==> src/rtl/pvt_gpi_filter_if.sv <==
`default_nettype none
// ============================================================================
//  Module      : pvt_gpi_filter_if
//  Description : Signal bundle between the private-bus GPI deserializer /
//                register block and the GPI glitch filter.
//                slave  modport : filter side (consumes frame data, drives
//                                 the filtered vector and event status)
//                master modport : deserializer / register side
//  Signals     : clk_ena      - timer tick shared with the deserializer
//                par_load_n   - frame marker (par_load_out_n)
//                par_data_in  - parallel GPI data
//                irq_mask     - 1 = bit excluded from irq
//                evt_clr      - write-1-to-clear strobe for events
//                filt_data    - filtered input vector
//                rise_evt     - sticky 0->1 events
//                fall_evt     - sticky 1->0 events
//                irq          - level interrupt
//                frame_valid  - filt_data holds sampled data
//                stale        - frame markers have stopped arriving
//  Revision    : 1.0 - initial release
// ============================================================================
interface pvt_gpi_filter_if #(
  parameter int TOTAL_BIT_COUNT = 64
);
  logic                       clk_ena;
  logic                       par_load_n;
  logic [TOTAL_BIT_COUNT-1:0] par_data_in;
  logic [TOTAL_BIT_COUNT-1:0] irq_mask;
  logic [TOTAL_BIT_COUNT-1:0] evt_clr;
  logic [TOTAL_BIT_COUNT-1:0] filt_data;
  logic [TOTAL_BIT_COUNT-1:0] rise_evt;
  logic [TOTAL_BIT_COUNT-1:0] fall_evt;
  logic                       irq;
  logic                       frame_valid;
  logic                       stale;

  modport slave (
    input  clk_ena, par_load_n, par_data_in, irq_mask, evt_clr,
    output filt_data, rise_evt, fall_evt, irq, frame_valid, stale
  );

  modport master (
    output clk_ena, par_load_n, par_data_in, irq_mask, evt_clr,
    input  filt_data, rise_evt, fall_evt, irq, frame_valid, stale
  );
endinterface
`default_nettype wire

==> src/rtl/pvt_gpi_filter.sv <==
`default_nettype none
// ============================================================================
//  Module      : pvt_gpi_filter
//  Description : Frame-based glitch filter for the private-bus GPI vector.
//                Each bit must disagree with the filtered value for
//                FILTER_DEPTH consecutive frames before the filtered value
//                follows it. Changes of the filtered vector latch sticky
//                rise/fall events (write-1-to-clear) feeding a maskable
//                level interrupt. A timeout flags a stale bus when frame
//                markers stop arriving.
//  Ports       : clk   - fast clock
//                reset - asynchronous, active-high reset
//                bus   - pvt_gpi_filter_if.slave (see interface header)
//  Revision    : 1.0 - initial release
// ============================================================================
module pvt_gpi_filter #(
  parameter int                         TOTAL_BIT_COUNT = 64,
  parameter logic [TOTAL_BIT_COUNT-1:0] DEFAULT_STATE   = '0,
  parameter int                         FILTER_DEPTH    = 2,
  parameter int                         FILT_CNT_BITS   = 2,
  parameter int                         TIMEOUT_TICKS   = 200,
  parameter int                         TIMEOUT_BITS    = 8
) (
  input  wire logic       clk,
  input  wire logic       reset,
  pvt_gpi_filter_if.slave bus
);

  localparam logic [FILT_CNT_BITS-1:0] C_DEPTH  = FILT_CNT_BITS'(FILTER_DEPTH);
  localparam logic [FILT_CNT_BITS-1:0] C_CNT_1  = FILT_CNT_BITS'(1);
  localparam logic [TIMEOUT_BITS-1:0]  C_TO_MAX = TIMEOUT_BITS'(TIMEOUT_TICKS);
  localparam logic [TIMEOUT_BITS-1:0]  C_TO_1   = TIMEOUT_BITS'(1);

  // First boundary after reset closes a partial frame and is discarded;
  // the second one loads the filter directly; afterwards normal filtering.
  typedef enum logic [1:0] {
    ST_DISCARD = 2'd0,
    ST_LOAD    = 2'd1,
    ST_FILTER  = 2'd2
  } state_t;

  state_t                       r_state;
  state_t                       w_state_nxt;
  logic                         w_load;
  logic                         w_filt_en;

  logic                         r_pl_prev;
  logic                         w_boundary;

  logic [TOTAL_BIT_COUNT-1:0]   r_filt;
  logic [TOTAL_BIT_COUNT-1:0]   w_filt_nxt;
  logic [FILT_CNT_BITS-1:0]     r_cnt     [TOTAL_BIT_COUNT];
  logic [FILT_CNT_BITS-1:0]     w_cnt_nxt [TOTAL_BIT_COUNT];
  logic [TOTAL_BIT_COUNT-1:0]   w_rise_set;
  logic [TOTAL_BIT_COUNT-1:0]   w_fall_set;
  logic [TOTAL_BIT_COUNT-1:0]   r_rise;
  logic [TOTAL_BIT_COUNT-1:0]   r_fall;
  logic                         r_irq;

  logic [TIMEOUT_BITS-1:0]      r_to_cnt;
  logic [TIMEOUT_BITS-1:0]      w_to_inc;
  logic                         r_stale;

  // A boundary is the falling edge of the frame marker. The history register
  // resets to 0, so a marker already low out of reset does not count.
  assign w_boundary = !bus.par_load_n && r_pl_prev;
  assign w_to_inc   = r_to_cnt + C_TO_1;

  // --------------------------------------------------------------------------
  // Frame sequencing FSM
  // --------------------------------------------------------------------------
  always_ff @(posedge clk or posedge reset) begin
    if (reset) begin
      r_state   <= ST_DISCARD;
      r_pl_prev <= 1'b0;
    end else begin
      r_state   <= w_state_nxt;
      r_pl_prev <= bus.par_load_n;
    end
  end

  always_comb begin
    w_state_nxt = r_state;
    w_load      = 1'b0;
    w_filt_en   = 1'b0;
    case (r_state)
      ST_DISCARD: begin
        if (w_boundary) w_state_nxt = ST_LOAD;
      end
      ST_LOAD: begin
        if (w_boundary) begin
          w_load      = 1'b1;
          w_state_nxt = ST_FILTER;
        end
      end
      ST_FILTER: begin
        w_filt_en = w_boundary;
      end
      default: begin
        w_state_nxt = ST_DISCARD;
      end
    endcase
  end

  // --------------------------------------------------------------------------
  // Per-bit disagreement filter
  // --------------------------------------------------------------------------
  always_comb begin
    w_filt_nxt = r_filt;
    w_rise_set = '0;
    w_fall_set = '0;
    for (int i = 0; i < TOTAL_BIT_COUNT; i++) begin
      w_cnt_nxt[i] = r_cnt[i];
    end

    if (w_load) begin
      w_filt_nxt = bus.par_data_in;
    end else if (w_filt_en) begin
      for (int i = 0; i < TOTAL_BIT_COUNT; i++) begin
        if (bus.par_data_in[i] == r_filt[i]) begin
          w_cnt_nxt[i] = '0;
        end else if (r_cnt[i] + C_CNT_1 == C_DEPTH) begin
          w_filt_nxt[i] = bus.par_data_in[i];
          w_cnt_nxt[i]  = '0;
          w_rise_set[i] = bus.par_data_in[i];
          w_fall_set[i] = !bus.par_data_in[i];
        end else begin
          w_cnt_nxt[i] = r_cnt[i] + C_CNT_1;
        end
      end
    end
  end

  always_ff @(posedge clk or posedge reset) begin
    if (reset) begin
      r_filt <= DEFAULT_STATE;
      r_rise <= '0;
      r_fall <= '0;
      r_irq  <= 1'b0;
      for (int i = 0; i < TOTAL_BIT_COUNT; i++) begin
        r_cnt[i] <= '0;
      end
    end else begin
      r_filt <= w_filt_nxt;
      // A new event wins over a coincident clear of the same bit.
      r_rise <= w_rise_set | (r_rise & ~bus.evt_clr);
      r_fall <= w_fall_set | (r_fall & ~bus.evt_clr);
      r_irq  <= |((r_rise | r_fall) & ~bus.irq_mask);
      for (int i = 0; i < TOTAL_BIT_COUNT; i++) begin
        r_cnt[i] <= w_cnt_nxt[i];
      end
    end
  end

  // --------------------------------------------------------------------------
  // Stale-bus timeout; a boundary takes priority over a coincident tick
  // --------------------------------------------------------------------------
  always_ff @(posedge clk or posedge reset) begin
    if (reset) begin
      r_to_cnt <= '0;
      r_stale  <= 1'b0;
    end else if (w_boundary) begin
      r_to_cnt <= '0;
      r_stale  <= 1'b0;
    end else if (bus.clk_ena && (r_to_cnt != C_TO_MAX)) begin
      r_to_cnt <= w_to_inc;
      if (w_to_inc == C_TO_MAX) r_stale <= 1'b1;
    end
  end

  assign bus.filt_data   = r_filt;
  assign bus.rise_evt    = r_rise;
  assign bus.fall_evt    = r_fall;
  assign bus.irq         = r_irq;
  assign bus.frame_valid = (r_state == ST_FILTER);
  assign bus.stale       = r_stale;

endmodule
`default_nettype wire

==> src/flat_wrapper.sv <==
// flat-port wrapper written by rule: the top's interface ports become plain ports
module pvt_gpi_filter_flat 
#(
  parameter int                         TOTAL_BIT_COUNT = 64,
  parameter logic [TOTAL_BIT_COUNT-1:0] DEFAULT_STATE   = '0,
  parameter int                         FILTER_DEPTH    = 2,
  parameter int                         FILT_CNT_BITS   = 2,
  parameter int                         TIMEOUT_TICKS   = 200,
  parameter int                         TIMEOUT_BITS    = 8
)
  (clk, reset, bus_clk_ena, bus_par_load_n, bus_par_data_in, bus_irq_mask, bus_evt_clr, bus_filt_data, bus_rise_evt, bus_fall_evt, bus_irq, bus_frame_valid, bus_stale);
  pvt_gpi_filter_if #(.TOTAL_BIT_COUNT(TOTAL_BIT_COUNT)) bus_i ();
  input  wire logic clk;
  input  wire logic reset;
  input wire logic [$bits(bus_i.clk_ena)-1:0] bus_clk_ena;
  input wire logic [$bits(bus_i.par_load_n)-1:0] bus_par_load_n;
  input wire logic [$bits(bus_i.par_data_in)-1:0] bus_par_data_in;
  input wire logic [$bits(bus_i.irq_mask)-1:0] bus_irq_mask;
  input wire logic [$bits(bus_i.evt_clr)-1:0] bus_evt_clr;
  output wire logic [$bits(bus_i.filt_data)-1:0] bus_filt_data;
  output wire logic [$bits(bus_i.rise_evt)-1:0] bus_rise_evt;
  output wire logic [$bits(bus_i.fall_evt)-1:0] bus_fall_evt;
  output wire logic [$bits(bus_i.irq)-1:0] bus_irq;
  output wire logic [$bits(bus_i.frame_valid)-1:0] bus_frame_valid;
  output wire logic [$bits(bus_i.stale)-1:0] bus_stale;
  assign bus_i.clk_ena = bus_clk_ena;
  assign bus_i.par_load_n = bus_par_load_n;
  assign bus_i.par_data_in = bus_par_data_in;
  assign bus_i.irq_mask = bus_irq_mask;
  assign bus_i.evt_clr = bus_evt_clr;
  assign bus_filt_data = bus_i.filt_data;
  assign bus_rise_evt = bus_i.rise_evt;
  assign bus_fall_evt = bus_i.fall_evt;
  assign bus_irq = bus_i.irq;
  assign bus_frame_valid = bus_i.frame_valid;
  assign bus_stale = bus_i.stale;
  pvt_gpi_filter #(.TOTAL_BIT_COUNT(TOTAL_BIT_COUNT), .DEFAULT_STATE(DEFAULT_STATE), .FILTER_DEPTH(FILTER_DEPTH), .FILT_CNT_BITS(FILT_CNT_BITS), .TIMEOUT_TICKS(TIMEOUT_TICKS), .TIMEOUT_BITS(TIMEOUT_BITS)) u_core (.clk(clk), .reset(reset), .bus(bus_i));
endmodule
==> config.mk <==
export PLATFORM = sky130hd
export DESIGN_NAME = pvt_gpi_filter_flat
export DESIGN_NICKNAME = d
export VERILOG_FILES = /design/src/rtl/pvt_gpi_filter_if.sv /design/src/rtl/pvt_gpi_filter.sv /design/src/flat_wrapper.sv
export SDC_FILE = /design/constraint.sdc
export NUM_CORES = 1
export LEC_CHECK = 0
export ABC_AREA = 1
export BUFFER_PORTS_ARGS = -buffer_cell sky130_fd_sc_hd__buf_4
export CORE_ASPECT_RATIO = 0.75
export CORE_MARGIN = 3
export CORE_UTILIZATION = 30
export CTS_CLUSTER_DIAMETER = 40
export DETAILED_ROUTE_END_ITERATION = 10
export GPL_TIMING_DRIVEN = 0
export SLEW_MARGIN = 40
export SYNTH_ARGS = -nofsm -noshare
export SYNTH_HDL_FRONTEND = slang
export SYNTH_SLANG_ARGS = --single-unit
==> constraint.sdc <==
create_clock -name clk -period 23.9 [get_ports clk]
set_input_delay 4.78 -clock clk [delete_from_list [all_inputs] [get_ports clk]]
set_output_delay 4.78 -clock clk [all_outputs]
set_load 0.05 [all_outputs]
Word level (Yosys, flattened, before mapping). Cells that the tools add are included. W data, S select, Z words.

Add/subtract/negate cells: 65. Multiply operators: 0. Div/mod/pow operators: 0. Order comparisons: 0. Equal/unequal tests: 198. Shift operators: 0. Multiplexer cells: 529. Bitwise logic cells: 10. Reduce and logical (&&, ||, !) cells: 203.

Operator list (count): $mux W1 (390); $mux W64 (6); $mux W2 (130); $reduce_and A3 Y1 (65); $and A64 B64 Y64 (3); $or A64 B64 Y64 (3); $reduce_bool A2 Y1 (67); $ne A2 B1 Y1 const B (66); $eq A2 B2 Y1 const B (65); $add A2 B1 Y2 const B (64); $not A64 Y64 (2); $logic_not A1 Y1 (65); $eq A1 B1 Y1 (64); $reduce_or A64 Y1 (1); $mux W8 (2); $add A8 B1 Y8 const B (1); $eq A8 B8 Y1 const B (1); $ne A8 B8 Y1 const B (1); $pmux W2 S3 (1); $reduce_and A2 Y1 (2); $eq A2 B1 Y1 const B (1); $logic_and A1 B1 Y1 (2); $logic_not A2 Y1 (1); $not A1 Y1 (2).

Register bits after elaboration: 333. Latch bits: 0. Memory bits (writable): 0. ROM bits: 0. Bits of input ports: 196. Output and inout bits: 195. Logic and storage cells: 1140. Memories: 0.

Depth between registers and ports, before layout. Gate-level depths: netlist of the first run.

Depth in word-level cells: 7. Gate-level depth with buffers: 11. Mapped depth without buffers: 11.

Least setup slack after synthesis of the first run. OpenSTA, ideal clock, no wires.

Path kind: input port to flip-flop. Start point: input port bus_par_load_n. End point: register u_core.r_filt[34], in the netlist u_core.bus.filt_data[34]. Setup time: 78 ps. Arrival time: 5734 ps. Data required time: 23822 ps. Path slack: 18088 ps. Cell stages on the path: 9. Path buffers: 2. Cells stage by stage: inv_1 -> nand2_2 -> nor3_4 -> buf_6 -> buf_12 -> nand4_4 -> nand2_1 -> nor2_1 -> a21oi_1.

Longest elaborated chain between the ends: 6. Elaborated cells between the ends (all ways): 10. Classes of those cells: eq/ne: 1; mux: 4; reduce/logical: 5.

RTL lines: start: declaration (line flat_wrapper.sv:16) `input wire logic [$bits(bus_i.par_load_n)-1:0] bus_par_load_n;`; $logic_not A1 Y1 * (line pvt_gpi_filter.sv:66) `assign w_boundary = !bus.par_load_n && r_pl_prev;`; $logic_and A1 B1 Y1 * (line pvt_gpi_filter.sv:66); $mux W1 (line pvt_gpi_filter.sv:91) `if (w_boundary) begin`; $mux W1 (line pvt_gpi_filter.sv:86) `case (r_state)`; $ne A2 B1 Y1 (no line) / $reduce_bool A2 Y1 (equally long branches); $reduce_and A3 Y1 (no line); end signal: assignment (line pvt_gpi_filter.sv:144) `r_filt <= w_filt_nxt;`; end: declaration (line pvt_gpi_filter.sv:50) `logic [TOTAL_BIT_COUNT-1:0] r_filt;`.

Every way passes the cells marked *; elsewhere a longest branch is shown, timed or not. A chain may end at the register's enable or synchronous reset.

Final worst setup path of the first run.
Start point: register u_core.r_state[0]. End point: output port bus_frame_valid.

Longest elaborated chain between the ends: 1.

RTL lines: start: declaration (line pvt_gpi_filter.sv:42) `state_t r_state;`; start signal: assignment (line pvt_gpi_filter.sv:77) `r_state <= w_state_nxt;`; $eq A2 B2 Y1 (line pvt_gpi_filter.sv:175) `assign bus.frame_valid = (r_state == ST_FILTER);`; end: declaration (line flat_wrapper.sv:24) `output wire logic [$bits(bus_i.frame_valid)-1:0] bus_frame_valid;`.

Every way passes these cells.

==> results of run 1 <==
## stage by stage
| stage | cell area [um^2] | worst slack [ns] | util | hold slack, ns | power (mW) |
|---|---|---|---|---|---|
| finish | 20900 | 17.05 | 0.4224 | 0.4879 | 2.283 |
| global route | 20900 | 16.94 | 0.4224 | 0.5091 | 2.404 |
| CTS | 20900 | 17.01 | 0.4223 | 0.4914 | 2.314 |
| detailed placement | 19120 | 17.10 | 0.3864 | 0.4784 | 1.528 |
| global placement | 19000 | 5.927 | 0.3840 | 0.4709 | 1.511 |
| floorplan | 15260 | 9.895 | - | 0.4597 | 1.265 |
## cells in the mapped netlist, types with 6 or more instances
library cell,n,area share
sky130_fd_sc_hd__dfrtp_1,333,0.55
sky130_fd_sc_hd__nand4_4,40,0.056
sky130_fd_sc_hd__nand4_1,41,0.017
sky130_fd_sc_hd__nand2_1,230,0.057
sky130_fd_sc_hd__o32ai_1,22,0.013
sky130_fd_sc_hd__inv_1,380,0.093
sky130_fd_sc_hd__o21ai_0,54,0.018
sky130_fd_sc_hd__a21oi_1,84,0.028
sky130_fd_sc_hd__nor2_1,168,0.041
sky130_fd_sc_hd__clkbuf_1,6,0.0015
sky130_fd_sc_hd__o22ai_1,110,0.045
sky130_fd_sc_hd__buf_2,17,0.0056
sky130_fd_sc_hd__xor2_1,41,0.024
sky130_fd_sc_hd__o21bai_1,64,0.031
sky130_fd_sc_hd__xnor2_1,23,0.013
## how the worst max path moves through the flow
| stage | end | slack [ns] | cells after the start |
|---|---|---|---|
| 2_1_floorplan | u_core.bus.fall_evt[0] | 9.90 | 1 |
| 3_3_place_gp | u_core.bus.fall_evt[9] | 5.93 | 2 |
| 3_5_place_dp | u_core.bus.filt_data[4] | 17.10 | 10 |
| 4_1_cts | bus_frame_valid | 17.01 | 3 |
| 5_1_grt | bus_frame_valid | 16.94 | 3 |
| 6_report | bus_frame_valid | 17.05 | 3 |
## per-layer routing
layer / wire length, um / track usage / share of wire
met4: 912 / 0.04501 / 0.019
met2: 22140 / 0.2884 / 0.46
met1: 22090 / 0.2416 / 0.46
met3: 3218 / 0.04352 / 0.067
met5: 26 / 0 / 0.00054
## flip-flops by register name, indices dropped and copies added (netlist names)
register / flops
u_core.r_state: 2
u_core.bus.filt_data: 64
u_core.bus.rise_evt: 64
u_core.bus.fall_evt: 64
u_core.r_to_cnt: 8
u_core.bus.irq: 1
u_core.bus.stale: 1
u_core.r_pl_prev: 1
u_core.r_cnt: 128
## where the power goes
part,internal [mW],switching (mW),total (mW)
clock network,0.480,0.290,0.771
logic,0.232,0.512,0.744
registers,0.667,0.100,0.767
total,1.38,0.902,2.28
## kinds of logic (layout without fill, tap and decap cells)
group / Yosys count / after routing
AO/OA/AOI/OAI: 334 / 334
XOR/XNOR: 64 / 64
adder cells (fa/ha/maj): 2 / 2
buffers and inverters: 411 / 898
flip-flops: 333 / 333
AND/OR/NAND/NOR: 487 / 487
## worst register-to-register path: stages (launching register included)
cell                      delay, ns
sky130_fd_sc_hd__dfrtp_1       0.37
sky130_fd_sc_hd__nand2_2       0.18
sky130_fd_sc_hd__inv_1         0.18
sky130_fd_sc_hd__nand2_1       0.11
sky130_fd_sc_hd__buf_2         0.36
sky130_fd_sc_hd__buf_2         0.56
sky130_fd_sc_hd__nand2_1       0.17
sky130_fd_sc_hd__nand2_1       0.09
sky130_fd_sc_hd__o21ai_0       0.09
## layout make-up
type                    instances  area (um^2)  area share
flip-flops and latches        333         8333      0.3987
multi-input cells             887         5293      0.2532
repair buffers                394         3038      0.1454
inverters                     382         1441     0.06897
clock buffers                  56         1348     0.06448
well taps                     648        810.8     0.03879
clock inverters                37        431.7     0.02065
plain buffers                  29        205.2    0.009818
==> Flow_metrics.wiki, run 1 <==
{| class="wikitable"
! Metric !! Value
|-
| Status || finished clean
|-
| Hold-fix buffers at CTS || 0
|-
| Hold path start || u_core.r_cnt[29]
|-
| Highest-count cells in the layout ignoring fill and taps || sky130_fd_sc_hd__buf_4 (390), sky130_fd_sc_hd__inv_1 (379), sky130_fd_sc_hd__dfrtp_1 (333)
|-
| Register bit count reported by yosys || 333
|-
| Clock transition at the registers of the reported paths || 0.06 ns
|-
| Final number of setup-violating endpoints || 0
|-
| Initial Util || 0.3084
|-
| Number of max-cap violations || 0
|-
| Power per cell area || 109.2 nW/um^2
|-
| Number of H-tree levels || 2
|-
| Max frequency || 146.0 MHz
|-
| Average wire length per cell after detail routing || 17.49 um
|-
| Buffers on Ports || 390
|-
| Via count normalized by instance count || 4.601
|-
| Combinational family with the most area after synthesis || simple AND/OR/NAND/NOR gates
|-
| Share of the synthesized netlist area taken by xor and xnor gates || 0.03673
|-
| HPWL after detailed placement || 36470 um
|-
| Average size of a mapped cell || 9.358 um^2
|-
| Endpoint class of the critical path || output pin
|-
| Number of design rule violations left after detail routing || 0
|-
| Number of antenna violations at the first check in global routing || 3
|-
| Clock skew || 0.01376 ns
|-
| Routability congestion estimate from global placement || 0.8320
|-
| Reg-to-reg setup timing slack || 21.69 ns
|-
| Startpoint of the lowest-slack register-to-register path || u_core.r_pl_prev
|-
| Setup TNS || 0 ns
|-
| Reg2reg path depth || 8
|-
| Number of DRC violations after detailed-routing iteration 0 || 660
|-
| Portion of netlist area occupied by mux cells || 0
|-
| Synth async-reset ratio || 1.000
|-
| Resized Gates After CTS || 0
|-
| Buffering stage count on the worst path with inverters included || 2
|-
| Post-Place Cells || 2673
|-
| Compound-cell area share of the yosys netlist || 0.1344
|-
| Inserted Clock Buffers || 51
|-
| Final clock period utilization by the worst path || 0.2865
|-
| Worst hold path stage count || 2
|-
| Area added between synthesis and finish || 36.94%
|-
| Clock Tree Root || sky130_fd_sc_hd__clkbuf_16
|-
| Nets in the synthesized netlist || 1829
|-
| Mapped cell area || 15260 um^2
|-
| Distinct cell type count after synthesis || 24
|-
| Ports placed on the boundary || 391
|-
| Number of setup buffers added after CTS || 0
|-
| Maximum clock insertion buffer count || 3
|-
| Synthesized-area fraction occupied by and/or/nand/nor cells || 0.1740
|-
| Leakage power || 10.76 nW
|-
| Max-slew violations || 0
|-
| Fraction of final layout cells sized beyond drive strength 1 || 0.2620
|-
| Detail Route Antenna Nets || 0
|-
| Fraction of the yosys area taken by sequential cells || 0.5460
|-
| Adder-cell share of the synthesized area || 0.001640
|-
| Net count of the finished layout || 2276
|-
| Dominant register cell in the synthesized netlist || sky130_fd_sc_hd__dfrtp_1
|-
| CTS tree || yes
|-
| First-pass GRT wire length || 74520 um
|-
| Maximum single-stage delay on the critical path || 0.42 ns
|-
| Die Y-Extent || 201.3 um
|-
| Diode count || 0
|-
| Startpoint Class || flop
|-
| Crit Path Category || reg2out
|-
| Total Wirelength || 48380 um
|-
| Minimum clock period || 6.848 ns
|-
| CP Max Fanout || 10
|-
| Most common library cell in the layout ignoring fill and taps || sky130_fd_sc_hd__buf_4
|-
| Slowest stage cell on the critical path || sky130_fd_sc_hd__dfrtp_1
|-
| Synthesized instance count || 1631
|-
| Endpoint, Worst Hold || u_core.r_cnt[29]
|-
| Arr. time, crit path || 2.07 ns
|-
| Total overflow reported by the global router || 0
|-
| RSZ-0062 raised after global routing || no
|-
| Std cell rows || 70
|-
| Vias after detailed routing || 12.73k
|-
| Full die area || 53640 um^2
|-
| Pin count of the biggest net entering global routing || 80
|-
| Launch point of the worst path || u_core.r_state[0]
|-
| Count of flip-flops with a built-in enable after synthesis || 0
|-
| Clock Latency Late Sink || 0.57 ns
|-
| Crit path cell chain || nor2_1 > buf_2 > buf_4
|-
| CP top delay family || buffers and inverters
|-
| Data required time at the worst endpoint || 19.12 ns
|-
| Core area || 49490 um^2
|-
| Normalized max-slew margin || 0.4658
|-
| Filler Cell Count || 4821
|-
| Horiz. Die Dim || 266.4 um
|-
| Worst Hold Class || reg2reg
|-
| R2r endpoint || u_core.bus.filt_data[57]
|-
| Number of iterations in the first detailed-routing pass || 7
|-
| Actual transition at the worst max-transition pin || 0.8012 ns
|-
| Number of sinks driven by the clock tree || 333
|-
| GR Util All Layers || 0.1788
|-
| Final standard cell count with taps included and fillers excluded || 2766
|-
| Max rail drop VDD || 53.44 uV
|-
| Number of hold-slack violations in the final timing report || 0
|-
| Number of global-route vias before repair || 13.18k
|-
| Number of warning messages in the yosys log || 0
|}
(Power assumes the default switching activity.)
==> run 2: changes to the inputs <==
--- a/config.mk
+++ b/config.mk
@@ -5,7 +5,7 @@
 export SDC_FILE = /design/constraint.sdc
 export NUM_CORES = 1
 export LEC_CHECK = 0
-export ABC_AREA = 1
+export ABC_AREA = 0
 export BUFFER_PORTS_ARGS = -buffer_cell sky130_fd_sc_hd__buf_4
 export CORE_ASPECT_RATIO = 0.75
 export CORE_MARGIN = 3
==> constraint.sdc (replaced) <==
create_clock -name clk -period 6.58 [get_ports clk]
set_input_delay 1.316 -clock clk [delete_from_list [all_inputs] [get_ports clk]]
set_output_delay 1.316 -clock clk [all_outputs]
set_load 0.05 [all_outputs]
==> run 2 against run 1 <==
Cell count decreased by 5.9%. Combinational power increased to 3.8 times the previous value. Final area increased by 2.2%. Sequential cell count unchanged. Sequential power increased to 4.0 times the previous value. Via count decreased by 2.0%. First-iteration DRC count decreased by 4.5%. Clock power increased to 3.6 times the previous value. Largest cell class unchanged. Highest routed layer unchanged.
==> Flow_metrics.wiki, run 2 <==
{| class="wikitable"
! Metric !! Value
|-
| Normalized max-slew margin || 0.4455 (-0.02033)
|-
| Nets in the synthesized netlist || 1647 (-10%)
|-
| Max rail drop VDD || 262.1 uV (+390%)
|-
| Area share of the largest cell type after synthesis || 0.5387 (-0.007243)
|-
| Full die area || 54350 um^2 (+1.3%)
|-
| Actual transition at the worst max-transition pin || 0.8317 ns (+0.03050 ns)
|-
| Clock transition at the registers of the reported paths || 0.05 ns (about the same)
|-
| Synthesized instance count || 1449 (-11%)
|-
| Sequential standard cell area || 8333 um^2 (unchanged)
|-
| Reg2reg path depth || 4 (-4)
|-
| Startpoint Class || flop
|-
| Multi-input gate area in the final layout || 5863 um^2 (+11%)
|-
| Synth async-reset ratio || 1.000 (unchanged)
|-
| Net count of the finished layout || 2104 (-7.6%)
|-
| Most common cell in the netlist || sky130_fd_sc_hd__dfrtp_1
|-
| Crit Path Category || reg2out
|-
| CP Max Fanout || 4 (-6)
|-
| Minimum clock period || 2.754 ns
|-
| Routability congestion estimate from global placement || 0.8102 (-2.6%)
|-
| Distinct cell type count after synthesis || 46 (+92%)
|-
| Most common library cell in the layout ignoring fill and taps || sky130_fd_sc_hd__buf_4
|-
| Number of H-tree levels || 2 (unchanged)
|-
| Core area || 50550 um^2 (+2.1%)
|-
| Hold-fix buffers at CTS || 0 (unchanged)
|-
| Total overflow reported by the global router || 0 (unchanged)
|-
| Pin count of the biggest net entering global routing || 26 (-68%)
|-
| Slowest stage cell on the critical path || sky130_fd_sc_hd__dfrtp_1
|-
| Crit path cell chain || and2b_1 > buf_4
|-
| Max reg flops || 128 (unchanged)
|-
| Final clock period utilization by the worst path || 0.4186
|-
| Maximum clock insertion buffer count || 3 (unchanged)
|-
| Top post-synthesis cells by area || sky130_fd_sc_hd__dfrtp_1 (54%), sky130_fd_sc_hd__inv_1 (6.7%), sky130_fd_sc_hd__o32ai_1 (4.5%), sky130_fd_sc_hd__nor4b_4 (3.1%), sky130_fd_sc_hd__nor2_1 (2.9%)
|-
| Average wire length per cell after detail routing || 19.84 um (+13%)
|-
| Arr. time, crit path || 1.44 ns (-0.63 ns)
|-
| Clock skew || 0.03028 ns (+0.01652 ns)
|-
| Max-slew violations || 0 (unchanged)
|-
| Average size of a mapped cell || 10.67 um^2 (+14%)
|-
| Number of global-route vias before repair || 13.03k (-1.1%)
|-
| CTS tree || yes
|-
| Highest-count cells in the layout ignoring fill and taps || sky130_fd_sc_hd__buf_4 (394), sky130_fd_sc_hd__dfrtp_1 (333), sky130_fd_sc_hd__inv_1 (276)
|-
| Final standard cell count with taps included and fillers excluded || 2604 (-5.9%)
|-
| Number of sinks driven by the clock tree || 333 (unchanged)
|-
| Leakage power || 10.43 nW (-3.1%)
|-
| Number of hold-slack violations in the final timing report || 0 (unchanged)
|-
| Max frequency || 363.1 MHz
|-
| Number of setup buffers added after CTS || 0 (unchanged)
|-
| Yosys top cell by area || sky130_fd_sc_hd__dfrtp_1
|-
| Vias after detailed routing || 12.47k (-2.0%)
|-
| Die Y-Extent || 202.6 um (+0.65%)
|-
| Number of warning messages in the yosys log || 0 (unchanged)
|-
| Via count normalized by instance count || 4.788 (+4.1%)
|-
| Status || finished clean
|-
| Initial Util || 0.3060 (-0.002422)
|-
| Power per cell area || 404.3 nW/um^2 (+270%)
|-
| Total Wirelength || 51660 um (+6.8%)
|-
| RSZ-0062 raised after global routing || no
|-
| Fraction of the yosys area taken by sequential cells || 0.5387 (-0.007243)
|-
| Std cell rows || 71 (+1.4%)
|-
| Data required time at the worst endpoint || 5.26 ns (-13.86 ns)
|-
| Detail Route Antenna Nets || 0 (unchanged)
|-
| Number of antenna violations at the first check in global routing || 1 (-2)
|-
| HPWL after detailed placement || 39560 um (+8.5%)
|-
| Post-Place Cells || 2512 (-6.0%)
|-
| Maximum single-stage delay on the critical path || 0.40 ns (-0.02 ns)
|-
| Horiz. Die Dim || 268.2 um (+0.65%)
|-
| Worst hold path stage count || 1 (-1)
|-
| Most frequent cells after synthesis || sky130_fd_sc_hd__dfrtp_1 (333), sky130_fd_sc_hd__inv_1 (277), sky130_fd_sc_hd__nor2_1 (121)
|-
| Worst Hold Class || reg2reg
|-
| Number of DRC violations after detailed-routing iteration 0 || 630 (-4.5%)
|-
| Clock Latency Late Sink || 0.59 ns (+0.02 ns)
|-
| Filler Cell Count || 4768 (-1.1%)
|-
| Setup TNS || 0 ns (unchanged)
|-
| Number of iterations in the first detailed-routing pass || 5 (-2)
|-
| Number of design rule violations left after detail routing || 0 (unchanged)
|-
| Endpoint class of the critical path || output pin
|-
| First-pass GRT wire length || 77380 um (+3.8%)
|-
| Number of max-cap violations || 0 (unchanged)
|-
| Clock Tree Root || sky130_fd_sc_hd__clkbuf_16
|-
| Count of flip-flops with a built-in enable after synthesis || 0 (unchanged)
|-
| Dominant register cell in the synthesized netlist || sky130_fd_sc_hd__dfrtp_1
|-
| Area added between synthesis and finish || 38.05%
|-
| Final number of setup-violating endpoints || 0 (unchanged)
|-
| Inserted Clock Buffers || 49 (-3.9%)
|-
| Register bit count reported by yosys || 333 (unchanged)
|-
| Mapped cell area || 15470 um^2 (+1.3%)
|-
| GR Util All Layers || 0.1879 (+0.009109)
|-
| Ports placed on the boundary || 391 (unchanged)
|-
| Fraction of final layout cells sized beyond drive strength 1 || 0.3191 (+0.05708)
|-
| Buffers on Ports || 390 (unchanged)
|-
| Resized Gates After CTS || 0 (unchanged)
|-
| Register name with the most flops || u_core.r_cnt
|}
[run 2: cell types whose count changed in the layout (fill, tap and decap cells not counted), moves of 35 or more]
cell / before / now
sky130_fd_sc_hd__mux2i_1: 0 / 41
sky130_fd_sc_hd__nand3_1: 5 / 41
sky130_fd_sc_hd__a31oi_1: 0 / 40
sky130_fd_sc_hd__nand4_4: 40 / 0
sky130_fd_sc_hd__nor2_1: 168 / 121
sky130_fd_sc_hd__inv_1: 379 / 276
sky130_fd_sc_hd__o32ai_1: 22 / 80
sky130_fd_sc_hd__nand4_1: 41 / 6
sky130_fd_sc_hd__nand2_1: 230 / 42
sky130_fd_sc_hd__o22ai_1: 110 / 24
sky130_fd_sc_hd__a21oi_1: 84 / 20
[run 2: layout make-up]
cell class / instances / area share
clock buffer: 56 / 0.06153
inverter: 277 / 0.04887
tap: 657 / 0.03850
sequential: 333 / 0.3902
buffer: 40 / 0.01096
antenna: 1 / 0.0001172
timing repair buffer: 406 / 0.1549
multi-input combinational: 799 / 0.2746
clock inverter: 35 / 0.02027
[run 2: layer usage]
metal	track usage	vias to the layer above	part of all wire	routed length, um
li1	-	5867	-	-
met1	0.2577	6168	0.45	23460
met2	0.2906	348	0.45	23340
met3	0.05040	84	0.070	3614
met4	0.05625	2	0.024	1228
met5	0	-	0.00025	13
[run 2: cell families (layout without fill, tap and decap cells)]
kind of cell,count (synthesis),after routing,synth area share
buffers and inverters,317,814,0.08219
AOI/OAI and AO/OA,324,324,0.1502
muxes,89,89,0.06633
xor gates and xnor gates,71,71,0.04020
other,0,1,0
and+or+nand+nor,313,313,0.1207
adders and majority gates,2,2,0.001618
DFF,333,333,0.5387
[run 2: critical path, delay by kind of cell (launching register included)]
kind                   cells  cell delay [ns]
buffers and inverters      1             0.23
DFF                        1             0.40
and+or+nand+nor            1             0.24
[run 2: power by group]
part           switching [mW]  leakage, nW  internal, mW
sequential              0.483         4.33          2.59
clock                    1.10        0.841          1.65
combinational            1.76         5.26          1.06
total                    3.34         10.4          5.29
[run 2: stage by stage]
stage               total power, mW  hold slack, ns  cell area, um^2    util  setup WS, ns
floorplan                     4.985          0.4299            15470       -        0.8154
global placement              5.804          0.4464            19220  0.3803        -1.271
detailed placement            5.933          0.4566            19600  0.3878         3.311
CTS                           8.729          0.4683            21350  0.4224         3.781
global route                  9.094          0.5123            21350  0.4224         3.751
finish                        8.633          0.4711            21350  0.4224         3.826
[run 2: final timing paths]
path	start	slack [ns]	endpoint
setup / recovery	u_core.r_state[0]	3.83	bus_frame_valid
max in group asynchronous	reset	4.13	u_core.r_cnt[18]
hold reg to reg	u_core.r_state[1]	0.47	u_core.r_state[0]
hold / removal	u_core.r_state[1]	0.47	u_core.r_state[0]
min in group asynchronous	reset	0.73	u_core.bus.filt_data[33]
setup reg to reg	u_core.bus.rise_evt[48]	4.29	u_core.bus.irq
==> run 3: changes to the inputs <==
==> constraint.sdc (replaced) <==
create_clock -name clk -period 2.65 [get_ports clk]
set_input_delay 0.53 -clock clk [delete_from_list [all_inputs] [get_ports clk]]
set_output_delay 0.53 -clock clk [all_outputs]
set_load 0.05 [all_outputs]
==> run 3 against run 2 <==
First-iteration DRC count down 0.79%. Sequential cell count is the same. Total power up 150%. Worst setup slack lost 3.5 ns. Sequential share of layout area about the same. Utilization hardly changed. Non-clock buffer count rose by 1. Sequential power up 150%. Critical path type is now reg2reg.
==> Flow_metrics.wiki, run 3 (synthesis gave the netlist of run 2 again) <==
{| class="wikitable"
! Metric !! Value
|-
| Status || finished clean
|-
| Maximum clock insertion buffer count || 3 (unchanged)
|-
| Pin count of the biggest net entering global routing || 26 (unchanged)
|-
| Net count of the finished layout || 2105 (+0.048%)
|-
| Average wire length per cell after detail routing || 19.83 um (about the same)
|-
| Setup TNS || 0 ns (unchanged)
|-
| Ports placed on the boundary || 391 (unchanged)
|-
| Filler Cell Count || 4767 (-0.021%)
|-
| Data required time at the worst endpoint || 3.07 ns (-2.19 ns)
|-
| First-pass GRT wire length || 77400 um (about the same)
|-
| Clock Tree Root || sky130_fd_sc_hd__clkbuf_16
|-
| Design internal power || 13.14 mW (+150%)
|-
| HPWL after detailed placement || 39560 um (unchanged)
|-
| Number of global-route vias before repair || 13.04k (+0.015%)
|-
| Reg-to-reg setup timing slack || 0.35 ns (-3.94 ns)
|-
| Area added between synthesis and finish || 38.12% (about the same)
|-
| Number of iterations in the first detailed-routing pass || 5 (unchanged)
|-
| Inserted Clock Buffers || 49 (unchanged)
|-
| Routability congestion estimate from global placement || 0.8102 (unchanged)
|-
| Endpoint, Worst Hold || u_core.r_pl_prev
|-
| Number of hold-slack violations in the final timing report || 0 (unchanged)
|-
| Multi-input gate area in the final layout || 5863 um^2 (unchanged)
|-
| Resized Gates After CTS || 0 (unchanged)
|-
| Actual transition at the worst max-transition pin || 0.8176 ns (-0.01415 ns)
|-
| Switching power share of the total || 0.3869 (about the same)
|-
| RSZ-0062 raised after global routing || no
|-
| Leakage power || 10.43 nW (about the same)
|-
| Clock transition at the registers of the reported paths || 0.06 ns (about the same)
|-
| Power per cell area || 1003 nW/um^2 (+150%)
|-
| Max-slew violations || 0 (unchanged)
|-
| Met3 WL post-DR || 3614 um (unchanged)
|-
| Number of antenna violations at the first check in global routing || 1 (unchanged)
|-
| Die Y-Extent || 202.6 um (unchanged)
|-
| Register name with the most flops || u_core.r_cnt
|-
| Sequential standard cell area || 8333 um^2 (unchanged)
|-
| R2r endpoint || u_core.bus.irq
|-
| Max rail drop VDD || 652.8 uV (+150%)
|-
| Horiz. Die Dim || 268.2 um (unchanged)
|-
| Clock Latency Late Sink || 0.59 ns (about the same)
|-
| Highest-count cells in the layout ignoring fill and taps || sky130_fd_sc_hd__buf_4 (394), sky130_fd_sc_hd__dfrtp_1 (333), sky130_fd_sc_hd__inv_1 (276)
|-
| Max reg flops || 128 (unchanged)
|-
| Std cell rows || 71 (unchanged)
|-
| Detail Route Antenna Nets || 0 (unchanged)
|-
| Total overflow reported by the global router || 0 (unchanged)
|-
| Core area || 50550 um^2 (unchanged)
|-
| Number of H-tree levels || 2 (unchanged)
|-
| CTS tree || yes
|-
| Post-Place Cells || 2512 (unchanged)
|-
| Most common library cell in the layout ignoring fill and taps || sky130_fd_sc_hd__buf_4
|-
| Startpoint of the lowest-slack register-to-register path || u_core.bus.rise_evt[48]
|-
| Length of routed wiring on met1 || 23440 um (about the same)
|-
| Normalized max-slew margin || 0.4549 (+0.009431)
|-
| Initial Util || 0.3060 (unchanged)
|-
| Vias after detailed routing || 12.48k (+0.072%)
|-
| Fraction of power consumed by combinational cells || 0.327 (about the same)
|-
| Switching pwr || 8.293 mW (+150%)
|-
| Final standard cell count with taps included and fillers excluded || 2605 (+0.038%)
|-
| Share of total power in the clock network || 0.317 (about the same)
|-
| Number of DRC violations after detailed-routing iteration 0 || 625 (-0.79%)
|-
| Number of max-cap violations || 0 (unchanged)
|-
| CP Max Fanout || 3 (-1)
|-
| Minimum clock period || 2.304 ns
|-
| Endpoint class of the critical path || flop
|-
| Post-layout util || 0.4226 (about the same)
|-
| Fraction of final layout cells sized beyond drive strength 1 || 0.3190 (about the same)
|-
| Final number of setup-violating endpoints || 0 (unchanged)
|-
| Number of design rule violations left after detail routing || 0 (unchanged)
|-
| Arr. time, crit path || 2.72 ns (+1.28 ns)
|-
| Total Wirelength || 51650 um (about the same)
|-
| Worst Hold Class || in2reg
|-
| Startpoint Class || flop
|-
| Total length of routed met2 wires || 23350 um (about the same)
|-
| Reg2reg path depth || 4 (unchanged)
|-
| Via count normalized by instance count || 4.790 (about the same)
|-
| Seq pwr share || 0.356 (about the same)
|-
| Number of sinks driven by the clock tree || 333 (unchanged)
|-
| Clock skew || 0.03126 ns (+0.0009828 ns)
|-
| GR Util All Layers || 0.1879 (about the same)
|-
| Final clock period utilization by the worst path || 0.8694
|-
| Buffers on Ports || 390 (unchanged)
|-
| Final hold slack || 0.08860 ns (-0.3825 ns)
|-
| Full die area || 54350 um^2 (unchanged)
|-
| Max frequency || 434.1 MHz
|-
| Hold path start || bus_par_load_n
|-
| Worst hold path stage count || 1 (unchanged)
|-
| Crit Path Category || reg2reg
|-
| Highest metal used || met5
|}
run 3: cell types whose count changed in the layout (fill, tap and decap cells not counted), sizes merged:
cell         before  now
dlygate4sd3       0    1
run 3: worst max path at each step:
| stage | start | to | slack [ns] | cells past startpoint |
|---|---|---|---|---|
| after CTS | u_core.bus.rise_evt[10] | u_core.bus.irq | 0.22 | 4 |
| after global routing | reset | u_core.bus.filt_data[54] | 0.24 | 11 |
| after floorplan | reset | u_core.bus.fall_evt[0] | -2.33 | 1 |
| after detailed placement | bus_par_load_n | u_core.bus.filt_data[38] | 0.17 | 7 |
| after global placement | reset | u_core.bus.fall_evt[54] | -4.41 | 2 |
| final | u_core.bus.rise_evt[48] | u_core.bus.irq | 0.35 | 4 |
run 3: metal layers:
metal | GRT usage | vias up
li1 | - | 5870
met1 | 0.2577 | 6159
met2 | 0.2907 | 363
met3 | 0.05040 | 84
met4 | 0.05625 | 2
met5 | 0 | -
run 3: critical path: stages, from the launching register on:
cell and delay [ns]:
sky130_fd_sc_hd__dfrtp_1 0.42, sky130_fd_sc_hd__o21bai_1 0.56, sky130_fd_sc_hd__o2111ai_1 0.27, sky130_fd_sc_hd__nor4_1 0.75, sky130_fd_sc_hd__nand4_1 0.16
run 3: layout make-up:
| class | count | area share |
|---|---|---|
| well taps | 657 | 0.03848 |
| flip-flops and latches | 333 | 0.3901 |
| multi-input cells | 799 | 0.2745 |
| clock buffers | 56 | 0.06150 |
| clock inverters | 35 | 0.02026 |
| diodes | 1 | 0.0001171 |
| repair buffers | 407 | 0.1553 |
| inverters | 277 | 0.04885 |
| plain buffers | 40 | 0.01095 |
run 3: through the flow:
| stage | total power, mW | worst slack [ns] | cell area (um^2) |
|---|---|---|---|
| final | 21.43 | 0.3462 | 21360 |
| after global routing | 22.58 | 0.2373 | 21360 |
| after CTS | 21.67 | 0.2192 | 21360 |
| after detailed placement | 14.73 | 0.1666 | 19600 |
| after global placement | 14.41 | -4.415 | 19220 |
| after floorplan | 12.38 | -2.329 | 15470 |
run 3: timing repair:
action | in CTS | in global routing
hold buffers | 1 | 0
buffers inserted | 0 | 0
endpoints found under the hold margin | 14 | 0
run 3: power by group through the flow:
stage	Combinational [mW]	Clock (mW)	Sequential (mW)
after floorplan	3.07	0	9.31
after global placement	6.81	0	7.60
after detailed placement	7.05	0	7.68
after CTS	7.08	6.99	7.60
after global routing	7.55	7.22	7.81
final	7.01	6.80	7.62
